<file path="src/rtl/axi_wr_arbiter.sv">
// Two-requester AXI4 write arbiter: one burst at a time, round-robin grant,
// WLAST regenerated from an internal beat counter.
module axi_wr_arbiter #(
  parameter int AXI_ADDR_WIDTH = 32,
  parameter int AXI_DATA_WIDTH = 128
) (
  input  logic                        axi_clk,
  input  logic                        reset,
  input  logic                        s0_awvalid,
  output logic                        s0_awready,
  input  logic [AXI_ADDR_WIDTH-1:0]   s0_awaddr,
  input  logic [7:0]                  s0_awlen,
  input  logic                        s0_wvalid,
  output logic                        s0_wready,
  input  logic [AXI_DATA_WIDTH-1:0]   s0_wdata,
  input  logic [AXI_DATA_WIDTH/8-1:0] s0_wstrb,
  input  logic                        s0_wlast,
  output logic                        s0_bvalid,
  input  logic                        s0_bready,
  output logic [1:0]                  s0_bresp,
  input  logic                        s1_awvalid,
  output logic                        s1_awready,
  input  logic [AXI_ADDR_WIDTH-1:0]   s1_awaddr,
  input  logic [7:0]                  s1_awlen,
  input  logic                        s1_wvalid,
  output logic                        s1_wready,
  input  logic [AXI_DATA_WIDTH-1:0]   s1_wdata,
  input  logic [AXI_DATA_WIDTH/8-1:0] s1_wstrb,
  input  logic                        s1_wlast,
  output logic                        s1_bvalid,
  input  logic                        s1_bready,
  output logic [1:0]                  s1_bresp,
  output logic                        m_axi_awvalid,
  input  logic                        m_axi_awready,
  output logic [AXI_ADDR_WIDTH-1:0]   m_axi_awaddr,
  output logic [7:0]                  m_axi_awlen,
  output logic [3:0]                  m_axi_awid,
  output logic                        m_axi_wvalid,
  input  logic                        m_axi_wready,
  output logic [AXI_DATA_WIDTH-1:0]   m_axi_wdata,
  output logic [AXI_DATA_WIDTH/8-1:0] m_axi_wstrb,
  output logic                        m_axi_wlast,
  input  logic                        m_axi_bvalid,
  output logic                        m_axi_bready,
  input  logic [1:0]                  m_axi_bresp,
  input  logic [3:0]                  m_axi_bid,
  output logic                        grant,
  output logic                        busy,
  output logic                        err_wlast,
  output logic                        err_bresp
);

  typedef enum logic [1:0] {
    IDLE,
    ADDR,
    DATA,
    RESP
  } state_t;

  state_t                    state;
  logic                      last_grant;
  logic [AXI_ADDR_WIDTH-1:0] awaddr_q;
  logic [7:0]                awlen_q;
  logic [7:0]                beat_cnt;

  logic sel;
  logic aw_req;
  logic in_idle;
  logic in_data;
  logic in_resp;
  logic last_beat;
  logic g_wvalid;
  logic g_wlast;
  logic g_bready;
  logic w_hs;
  logic b_hs;

  always_comb begin
    sel = 1'b0;
    unique case (1'b1)
      s0_awvalid && s1_awvalid:  sel = ~last_grant;
      s1_awvalid && !s0_awvalid: sel = 1'b1;
      default:                   sel = 1'b0;
    endcase
  end

  assign aw_req    = s0_awvalid | s1_awvalid;
  assign in_idle   = (state == IDLE);
  assign in_data   = (state == DATA);
  assign in_resp   = (state == RESP);
  assign last_beat = (beat_cnt == awlen_q);

  assign g_wvalid = grant ? s1_wvalid : s0_wvalid;
  assign g_wlast  = grant ? s1_wlast  : s0_wlast;
  assign g_bready = grant ? s1_bready : s0_bready;

  assign s0_awready = in_idle & aw_req & ~sel;
  assign s1_awready = in_idle & aw_req & sel;

  assign m_axi_awvalid = (state == ADDR);
  assign m_axi_awaddr  = awaddr_q;
  assign m_axi_awlen   = awlen_q;
  assign m_axi_awid    = {3'b000, grant};

  // W path is muted outside DATA so idle data never leaks downstream
  assign m_axi_wvalid = in_data & g_wvalid;
  assign m_axi_wlast  = m_axi_wvalid & last_beat;
  assign m_axi_wdata  = !in_data ? '0 :
                        grant ? s1_wdata : s0_wdata;
  assign m_axi_wstrb  = !in_data ? '0 :
                        grant ? s1_wstrb : s0_wstrb;
  assign s0_wready    = in_data & ~grant & m_axi_wready;
  assign s1_wready    = in_data & grant & m_axi_wready;
  assign w_hs         = m_axi_wvalid & m_axi_wready;

  assign m_axi_bready = in_resp & g_bready;
  assign s0_bvalid    = in_resp & ~grant & m_axi_bvalid;
  assign s1_bvalid    = in_resp & grant & m_axi_bvalid;
  assign s0_bresp     = (in_resp & ~grant) ? m_axi_bresp : 2'b00;
  assign s1_bresp     = (in_resp & grant) ? m_axi_bresp : 2'b00;
  assign b_hs         = in_resp & m_axi_bvalid & g_bready;

  assign busy = ~in_idle;

  always_ff @(posedge axi_clk or posedge reset) begin
    if (reset) begin
      state      <= IDLE;
      last_grant <= 1'b1;
      grant      <= 1'b0;
      awaddr_q   <= '0;
      awlen_q    <= '0;
      beat_cnt   <= '0;
      err_wlast  <= 1'b0;
      err_bresp  <= 1'b0;
    end else begin
      case (state)
        IDLE: begin
          if (aw_req) begin
            grant    <= sel;
            awaddr_q <= sel ? s1_awaddr : s0_awaddr;
            awlen_q  <= sel ? s1_awlen : s0_awlen;
            state    <= ADDR;
          end
        end
        ADDR: begin
          if (m_axi_awready) begin
            beat_cnt <= '0;
            state    <= DATA;
          end
        end
        DATA: begin
          if (w_hs) begin
            if (g_wlast != last_beat) err_wlast <= 1'b1;
            // the counter, not the requester's wlast, ends the burst
            if (last_beat) state <= RESP;
            else beat_cnt <= beat_cnt + 8'd1;
          end
        end
        RESP: begin
          if (b_hs) begin
            if (m_axi_bresp != 2'b00 ||
                m_axi_bid != {3'b000, grant})
              err_bresp <= 1'b1;
            last_grant <= grant;
            state      <= IDLE;
          end
        end
        default: state <= IDLE;
      endcase
    end
  end

endmodule

</file>
<file path="config.mk">
export PLATFORM = sky130hd
export DESIGN_NAME = axi_wr_arbiter
export DESIGN_NICKNAME = d
export VERILOG_FILES = /design/src/rtl/axi_wr_arbiter.sv
export SDC_FILE = /design/constraint.sdc
export NUM_CORES = 1
export LEC_CHECK = 0
export CORE_AREA = 2 2 228 230
export DETAILED_ROUTE_END_ITERATION = 8
export DIE_AREA = 0 0 230 232
export PLACE_DENSITY = 0.36
export SLEW_MARGIN = 20
export SYNTH_ARGS = -nofsm -noshare
export SYNTH_HDL_FRONTEND = slang
export SYNTH_SLANG_ARGS = --single-unit
</file>
<file path="constraint.sdc">
create_clock -name axi_clk -period 2.9 [get_ports axi_clk]
set_input_delay 0.435 -clock axi_clk [delete_from_list [all_inputs] [get_ports axi_clk]]
set_output_delay 0.435 -clock axi_clk [all_outputs]
set_load 0.01 [all_outputs]
</file>
==> results of run 1 <==
## per-stage QoR
stage | power, mW | std cells | hold WS (ns)
after detailed placement | 8.48 | 1815 | 0.462
after global placement | 8.54 | 1815 | 0.464
after CTS | 9.18 | 1823 | 0.413
after global routing | 9.66 | 1826 | 0.446
final | 8.97 | 1826 | 0.410
after floorplan | 4.76 | 579 | 0.493
## worst register-to-register path, delay by kind of cell, from the launching register on
| family | cells | cell delay (ns) |
|---|---|---|
| AND/OR/NAND/NOR | 2 | 0.44 |
| buffers and inverters | 2 | 0.40 |
| flip-flops | 1 | 0.42 |
| adder cells (fa/ha/maj) | 1 | 0.25 |
| AO/OA/AOI/OAI | 3 | 0.62 |
## cell usage after synthesis, types with 3 or more instances
cell type and n:
mux2i_1 147, nand3_1 4, and2_1 3, o311ai_1 3
xnor2_1 9, a21oi_1 9, nand4_1 3, ha_1 6
o31ai_1 3, nor2_1 4, a222oi_1 40, buf_2 11
and3_1 6, nand2_1 10, inv_1 49, nor2b_1 149
buf_4 11, clkbuf_1 28, dfrtp_1 53
## worst paths after layout
check                             endpoint  slack, ns  cells past startpoint
hold reg to reg                  err_wlast       0.47                      1
hold / removal              m_axi_awlen[7]       0.41                      2
setup reg to reg               beat_cnt[4]       0.64                      8
min in group axi_clk             err_wlast       0.47                      1
max in group asynchronous      beat_cnt[4]       1.81                      3
setup / recovery           m_axi_wdata[34]       0.11                      4
## cells by family (layout without fill, tap and decap cells)
family	after synthesis	count (layout)	synth area share, %
buffers and inverters	100	664	8.30
XOR/XNOR	10	10	1.69
AO/OA/AOI/OAI	68	68	11.4
other	1	6	0.0723
multiplexers	149	149	28.8
flip-flops	54	54	26.1
adder cells (fa/ha/maj)	6	6	1.45
AND/OR/NAND/NOR	189	189	22.2
## final cells by class
type / count / area [µm²] / share of cell area [%]
antenna: 3 / 7.51 / 0.0619
clock buffer: 5 / 125 / 1.03
clock inverter: 3 / 25.0 / 0.206
inverter: 49 / 184 / 1.52
multi-input combinational: 425 / 3460 / 28.5
sequential: 54 / 1360 / 11.2
tap: 680 / 851 / 7.02
timing repair buffer: 607 / 6120 / 50.4
## per-layer routing
metal	global-route usage, %	vias up	wire length [µm]
met5	0	-	66
met1	14.7	3042	14000
met3	3.81	32	3010
li1	-	3171	-
met2	24.1	323	19400
met4	2.70	10	439
## power groups by stage
| stage | sequential, mW | combinational [mW] | clock (mW) |
|---|---|---|---|
| global placement | 1.44 | 7.10 | 0 |
| detailed placement | 1.43 | 7.05 | 0 |
| global route | 1.47 | 7.47 | 0.710 |
| CTS | 1.43 | 7.06 | 0.690 |
| floorplan | 1.44 | 3.32 | 0 |
| finish | 1.42 | 6.90 | 0.644 |
## sequential cells by signal, indices dropped and copies added (netlist names)
name,flops
m_axi_awlen,8
m_axi_awaddr,32
state,2
err_wlast,1
err_bresp,1
grant,1
last_grant,1
beat_cnt,8
## what timing repair did
action / in CTS / in global routing
setup buffers: 0 / 0
setup endpoints to repair: 0 / 1
resized for setup: 0 / 1
==> impl_metrics.toml, run 1 <==
[outcome]
status = "completed"

[sta]
hold_viol = 0
timing.final.crit_period_ns = 2.79
max_freq_mhz = 359
finalMaxSlewViolations = 0
setup_tns_ns = 0
worst_slew_pin_slew_ns = 0.570
rsz0062_at_grt = "false"
slew_headroom_pct = 62.0
layout_setup_ws_ns = 0.114
finClkSkew_ns = 0.0158
period_share_pct = 96.1
setup_violations = 0

[routing]
drc_errors = 0
drt-pass1-iter-count = 6
wl_mm = 36.9
postRouteAntennaNets = 0
drt_iter0_markers = 292
vias = 6578
vias_per_cell = 3.60
routedWlPerCell_um = 20.2

[clock_tree]
worst_skew_pair.late_latency_ns = 0.31
cts_max_path_buffers = 2
cts_tree = "built"
clk_pin_slew_ns = 0.09
clkSinkCount = 54
cts_root_buffer = "clkbuf_16"
htreeDepth = 2
numCtsBuffers = 5
hold_buffers = 0

[global_routing]
grt_pass1_vias = 6661
grt_usage_pct = 13.0
grt_antenna_before_repair = 14
grt_overflow = 0
grt_pass1_wl_mm = 50.2
grt_max_degree = 65

[pwr]
p_leak_nw = 4.79
switching_share_pct = 41.2
powerDensity_nw_per_um2 = 740
p_int_mw = 5.27
switchingPower_mw = 3.70
p_comb_share_pct = 77.0
clockPowerShare_pct = 7.2
power_frac_seq_pct = 15.8
ir_drop_mv = 0.273

[synth]
ys_types = 44
synth-seq-area-share_pct = 26.1
avgSynthCellArea_um2 = 8.99
ys.flop_type = "dfrtp_1"
ys_warn_count = 0
synth_cells = 577
async_flop_share_pct = 100
synth_area_leaders = "mux2i_1 (28%), dfrtp_1 (26%), nor2b_1 (18%)"
synthesis.area_um2 = 5190
ys_seq_elements = 54
synth_largest_area_cell = "mux2i_1"
yosysTopAreaCellShare_pct = 28.4
synth_edf_count = 0

[placement]
place_congestion = 0.826
dp_hpwl_mm = 31.5
place_ws_ns = 0.243
portBuffers = 589
placed_area_um2 = 12000

[floorplanning]
dieArea_um2 = 53400
dieWidth_um = 230
initial_utilization_pct = 10.2
coreArea_um2 = 50900
ioPinCount = 593
die_height_um = 232
rows = 83

[final_layout]
mostFrequentLayoutCells = "clkdlybuf4s50_1 (589), nor2b_1 (149), mux2i_1 (146)"
nFillCells = 5598
mostFrequentLayoutCell = "clkdlybuf4s50_1"
final_area_um2 = 12100
drive_gt1_share_pct = 3.41
fin_util_pct = 23.8
area_growth_pct = 134
nets = 1535

[setup_path]
crit_path_start_kind = "flip-flop"
worst-path-buf-inv = 2
cp.required_ns = 2.47
path_class = "reg2out"
path_cells = "buf_4, mux2i_1, nor2b_1, clkdlybuf4s50_1"
worstSetupEndpointType = "output pin"
cpMaxStageDelayCell = "dfrtp_4"
max_stage_delay_ns = 0.65
crit_start = "grant"
worstPathArrival_ns = 2.35
cp_max_fo = 13
crit_family = "buffers and inverters"
crit-reg2reg-launch = "state[0]"

[worst_hold_path]
hold_class = "in2async"

[run]
cap_viol_max_count = 0
No activity file was read; power rests on OpenSTA's default activity.
==> run 2: changes to the inputs <==
- SLEW_MARGIN: 20 -> 25
==> results of run 2 <==
Same layout as run 1: the final DEF is identical, and so are final timing and power.
==> patch 1: new RTL, flow settings as in run 1 <==
Put one more register stage on the output `err_wlast`, with the module's reset. The value now appears one clock later. The other outputs are not delayed to match.
--- a/src/rtl/axi_wr_arbiter.sv
+++ b/src/rtl/axi_wr_arbiter.sv
@@ -58,2 +58,4 @@
   } state_t;
+
+  logic err_wlast_s0;
 
@@ -132,3 +134,3 @@
       beat_cnt   <= '0;
-      err_wlast  <= 1'b0;
+      err_wlast_s0 <= 1'b0;
       err_bresp  <= 1'b0;
@@ -152,3 +154,3 @@
           if (w_hs) begin
-            if (g_wlast != last_beat) err_wlast <= 1'b1;
+            if (g_wlast != last_beat) err_wlast_s0 <= 1'b1;
             // the counter, not the requester's wlast, ends the burst
@@ -172,2 +174,10 @@
 
+  always_ff @(posedge axi_clk or posedge reset) begin
+    if (reset) begin
+      err_wlast <= '0;
+    end else begin
+      err_wlast <= err_wlast_s0;
+    end
+  end
+
 endmodule
Behaviour: not the same (Yosys sat finds a counterexample within 4 cycles, from zero or initial values and one cycle with reset high).
==> patch 1 against run 1 <==
Die area unchanged; worst setup slack improved by 0.086 ns; highest routed layer unchanged; wire length increased by 2.8%; synthesized cell count increased by 0.17%; sequential cell count increased by 1; power increased by 5.4%; synthesized area increased by 0.53%; cell area increased by 0.62%; sequential share of layout area increased by 0.14 points.
==> patch 1: results (changes against run 1) <==
- Worst-path fanout max: 63 (+50)
- Top cells by count, synth: 148 x nor2b_1, 147 x mux2i_1, 54 x dfrtp_1
- Peak supply drop: 0.547 mV (+100%)
- Count of unique library cells instantiated by Yosys: 43 (-2.3%)
- Wirelength per Cell: 20.7 um (+2.6%)
- Max Clock Skew: 0.0122 ns (-0.00369 ns)
- CP top delay family: buffers and inverters
- 1st-pass router iterations: 5 (-1)
- Layout cells sized above 1: 3.84% (+0.42 points)
- DRT iter0 DRCs: 282 (-3.4%)
- All-Layer GR Usage: 13.5% (+0.47 points)
- Max-slew headroom: 41.1% (-21 points)
- Switching component of the power: 3920 uW (+6.0%)
- Post-DP Area: 0.0120 mm^2 (+0.67%)
- Vias after detailed routing: 6604 (+0.40%)
- Worst path max stage delay: 0.55 ns (-0.10 ns)
- Place WS: 0.374 ns (+0.132 ns)
- Nets: 1538 (+0.20%)
- Register area share after synthesis: 26.4% (+0.34 points)
- Outcome: completed
- Highest-delay cell along the critical path: clkdlybuf4s50_1
- First-pass GRT wire length: 52200 um (+3.9%)
- Initial antenna violation count: 15 (+1)
- Post-synth top area share: 28.2% (-0.15 points)
- RD Place Congestion: 0.827 (about the same)
- Fillcell total: 5568 (-0.54%)
- Main area contributors after synthesis: mux2i_1 28%, dfrtp_1 26%, nor2b_1 18%, a222oi_1 7.7%, inv_1 3.5%
- Vias in the first global route: 6874 (+3.2%)
[patch 1: per-stage QoR]
step	hold WS [ns]	cells
after CTS	0.364	1827
after global placement	0.362	1819
after floorplan	0.355	580
final	0.365	1829
after global routing	0.392	1828
after detailed placement	0.366	1819
[patch 1: metal layers]
metal	vias up	global-route usage, %	routed length [um]
li1	3182	-	-
met1	3074	14.6	14100
met2	310	25.9	20300
met3	30	4.21	3190
met4	8	2.00	378
met5	-	0	49
[patch 1: final timing paths]
check | start | to | slack [ns] | cells after the start
worst max-delay path | state[0] | m_axi_wdata[30] | 0.20 | 6
worst min-delay path | reset | m_axi_awaddr[30] | 0.36 | 2
worst max register to register | grant | err_bresp | 0.53 | 6
worst min register to register | err_wlast_s0 | err_wlast | 0.38 | 0
max in group asynchronous | reset | m_axi_awaddr[23] | 1.92 | 3
min in group axi_clk | err_wlast_s0 | err_wlast | 0.38 | 0
[patch 1: power groups by stage]
stage               clock (uW)  sequential [uW]  combinational (uW)
floorplan                    0             1480                3390
global placement             0             1490                7520
detailed placement           0             1490                7450
CTS                        675             1490                7480
global route               701             1530                7910
finish                     641             1470                7340
[patch 1: kinds of logic after synthesis]
| family | count (synthesis) | synth area share (%) |
|---|---|---|
| and+or+nand+nor | 191 | 22.2 |
| muxes | 151 | 29.1 |
| buffers and inverters | 102 | 8.45 |
| AOI/OAI and AO/OA | 63 | 10.9 |
| DFF | 55 | 26.4 |
| xor gates and xnor gates | 10 | 1.68 |
| adders and majority gates | 5 | 1.20 |
| other | 1 | 0.0719 |
[patch 1: layout make-up]
cell class	count	area share, %
Antenna cell	2	0.0410
Clock buffer	5	1.03
Clock inverter	3	0.164
Inverter	49	1.51
Multi-Input combinational cell	423	28.3
Sequential cell	55	11.3
Tap cell	680	6.97
Timing Repair Buffer	612	50.7
[patch 1: timing repair]
action / 4_1_cts / 5_1_grt
setup endpoints to repair: 0 / 1
endpoints found under the hold margin: 0 / 0
gates resized for setup: 0 / 1
hold buffers: 0 / 0
==> patch 2: new RTL, config.mk and constraints of run 1 <==
Without the edit above. `AXI_DATA_WIDTH`: 128 -> 64.
--- a/src/rtl/axi_wr_arbiter.sv
+++ b/src/rtl/axi_wr_arbiter.sv
@@ -4,3 +4,3 @@
   parameter int AXI_ADDR_WIDTH = 32,
-  parameter int AXI_DATA_WIDTH = 128
+  parameter int AXI_DATA_WIDTH = 64
 ) (
Ports: changed (6 resized); port bits go from 593 to 377. No check against the original RTL was run, so the function may have changed too.
==> patch 2 against run 1 <==
Wire length fell by 38%; cell area fell by 28%; worst setup slack improved by 0.12 ns; synthesized area fell by 24%; power fell by 25%; sequential cell count did not move; fmax rose by 4.7%; global-route usage fell by 4.9 points; largest cell class unchanged; largest power group unchanged.
==> patch 2: results (changes against run 1) <==
- Outcome: completed
- Internal: 3970 uW (-25%)
- All-Layer GR Usage: 8.06% (-4.9 points)
- Met1 Wirelength: 9320 um (-33%)
- H-tree depth: 2 (unchanged)
- Fillcell total: 5688 (+1.6%)
- Final period util: 91.8% (-4.3 points)
- Layout cells sized above 1: 4.50% (+1.1 points)
- CP top delay family: buffers and inverters
- Vias after detailed routing: 4654 (-29%)
- Post-synthesis mux area share: 19.6% (-9.2 points)
- Met2 wire len: 11000 um (-43%)
- Highest-delay cell along the critical path: dfrtp_4
- Top cells by count, synth: 77 x nor2b_1, 75 x mux2i_1, 53 x dfrtp_1
- Hpwl dp: 18500 um (-41%)
- WL met3: 2350 um (-22%)
- Worst-Margin Slew: 0.548 ns (-0.0221 ns)
- RD Place Congestion: 0.729 (-12%)
- DRT iter0 DRCs: 216 (-26%)
- PwrDens: 768 mW/mm^2 (+3.8%)
- Main area contributors after synthesis: dfrtp_1 34%, mux2i_1 19%, nor2b_1 12%, a222oi_1 10%, inv_1 4.7%
- Leak: 0.00346 uW (-28%)
- Vias in the first global route: 4884 (-27%)
- WP data arrival: 2.23 ns (-0.12 ns)
- Synth Area in Compound Gates: 15.0% (+3.7 points)
- First-pass GRT wire length: 32300 um (-36%)
- Max Clock Skew: 0.0105 ns (-0.00538 ns)
- Worst-Skew Late Latency: 0.31 ns (about the same)
- Worst path max stage delay: 0.52 ns (-0.13 ns)
- # Post-CTS Setup Buffers: 0 (unchanged)
- Sequential power share: 20.6% (+4.8 points)
- Count of unique library cells instantiated by Yosys: 46 (+4.5%)
- Post-Synth Adder-Cell Area: 1.90% (+0.46 points)
- DR top layer: met5
- Nets: 1026 (-33%)
- Max reg flops: 32 (unchanged)
- CTS buffer count: 5 (unchanged)
- 1st-pass router iterations: 6 (unchanged)
- Initial antenna violation count: 2 (-12)
- CTS Buffer Depth: 2 (unchanged)
- Largest net degree at the start of global routing: 71 (+9.2%)
- Comb power: 4560 uW (-34%)
- Worst-path fanout max: 26 (+13)
- # port buffers: 373 (-37%)
- Wirelength per Cell: 15.7 um (-22%)
- Xor/xnor cell area share of the yosys netlist: 2.22% (+0.53 points)
- Ys async rst share: 100% (unchanged)
- Register area share after synthesis: 34.3% (+8.2 points)
- Peak supply drop: 0.316 mV (+16%)
## patch 2: cell count changes after synthesis, sizes merged
| cell | run 1 | this run |
|---|---|---|
| mux2i | 147 | 75 |
| buf | 23 | 15 |
| clkbuf | 28 | 20 |
| nor2b | 149 | 77 |
## patch 2: final timing paths
kind	start	to	slack, ns	cells past startpoint
setup / recovery	grant	m_axi_wdata[46]	0.24	4
setup reg to reg	state[0]	m_axi_awlen[7]	0.79	7
hold / removal	reset	m_axi_awaddr[3]	0.47	3
hold reg to reg	err_wlast	err_wlast	0.47	1
min in group axi_clk	err_wlast	err_wlast	0.47	1
max in group asynchronous	reset	last_grant	2.06	3
## patch 2: cell type report
class | instances | area [um^2] | share of cell area (%)
clock buffer | 5 | 125 | 1.44
antenna | 1 | 2.50 | 0.0287
tap | 680 | 851 | 9.76
inverter | 49 | 184 | 2.11
sequential | 54 | 1360 | 15.6
clock inverter | 3 | 47.5 | 0.545
timing repair buffer | 386 | 3860 | 44.2
multi-input combinational | 281 | 2290 | 26.3
## patch 2: per-layer routing
| metal | global-route usage [%] | vias to the layer above |
|---|---|---|
| met2 | 14.2 | 278 |
| met5 | 0 | - |
| met3 | 2.87 | 15 |
| met1 | 9.44 | 2148 |
| met4 | 1.45 | 2 |
| li1 | - | 2211 |
## patch 2: through the flow
step	area, um^2	utilization [%]	cells	hold WS (ns)	worst slack (ns)
after floorplan	3950	-	419	0.493	0.988
after global placement	8530	16.8	1450	0.464	0.252
after detailed placement	8530	16.8	1450	0.455	0.285
after CTS	8700	17.1	1458	0.474	0.123
after global routing	8710	17.1	1458	0.491	0.0497
final	8720	17.1	1459	0.467	0.238
## patch 2: cell families after synthesis
family	after synthesis
compound gates	68
xor+xnor	10
fa+ha+maj	6
buf+inv	84
flops	54
mux	77
other cells	1
simple gates	117
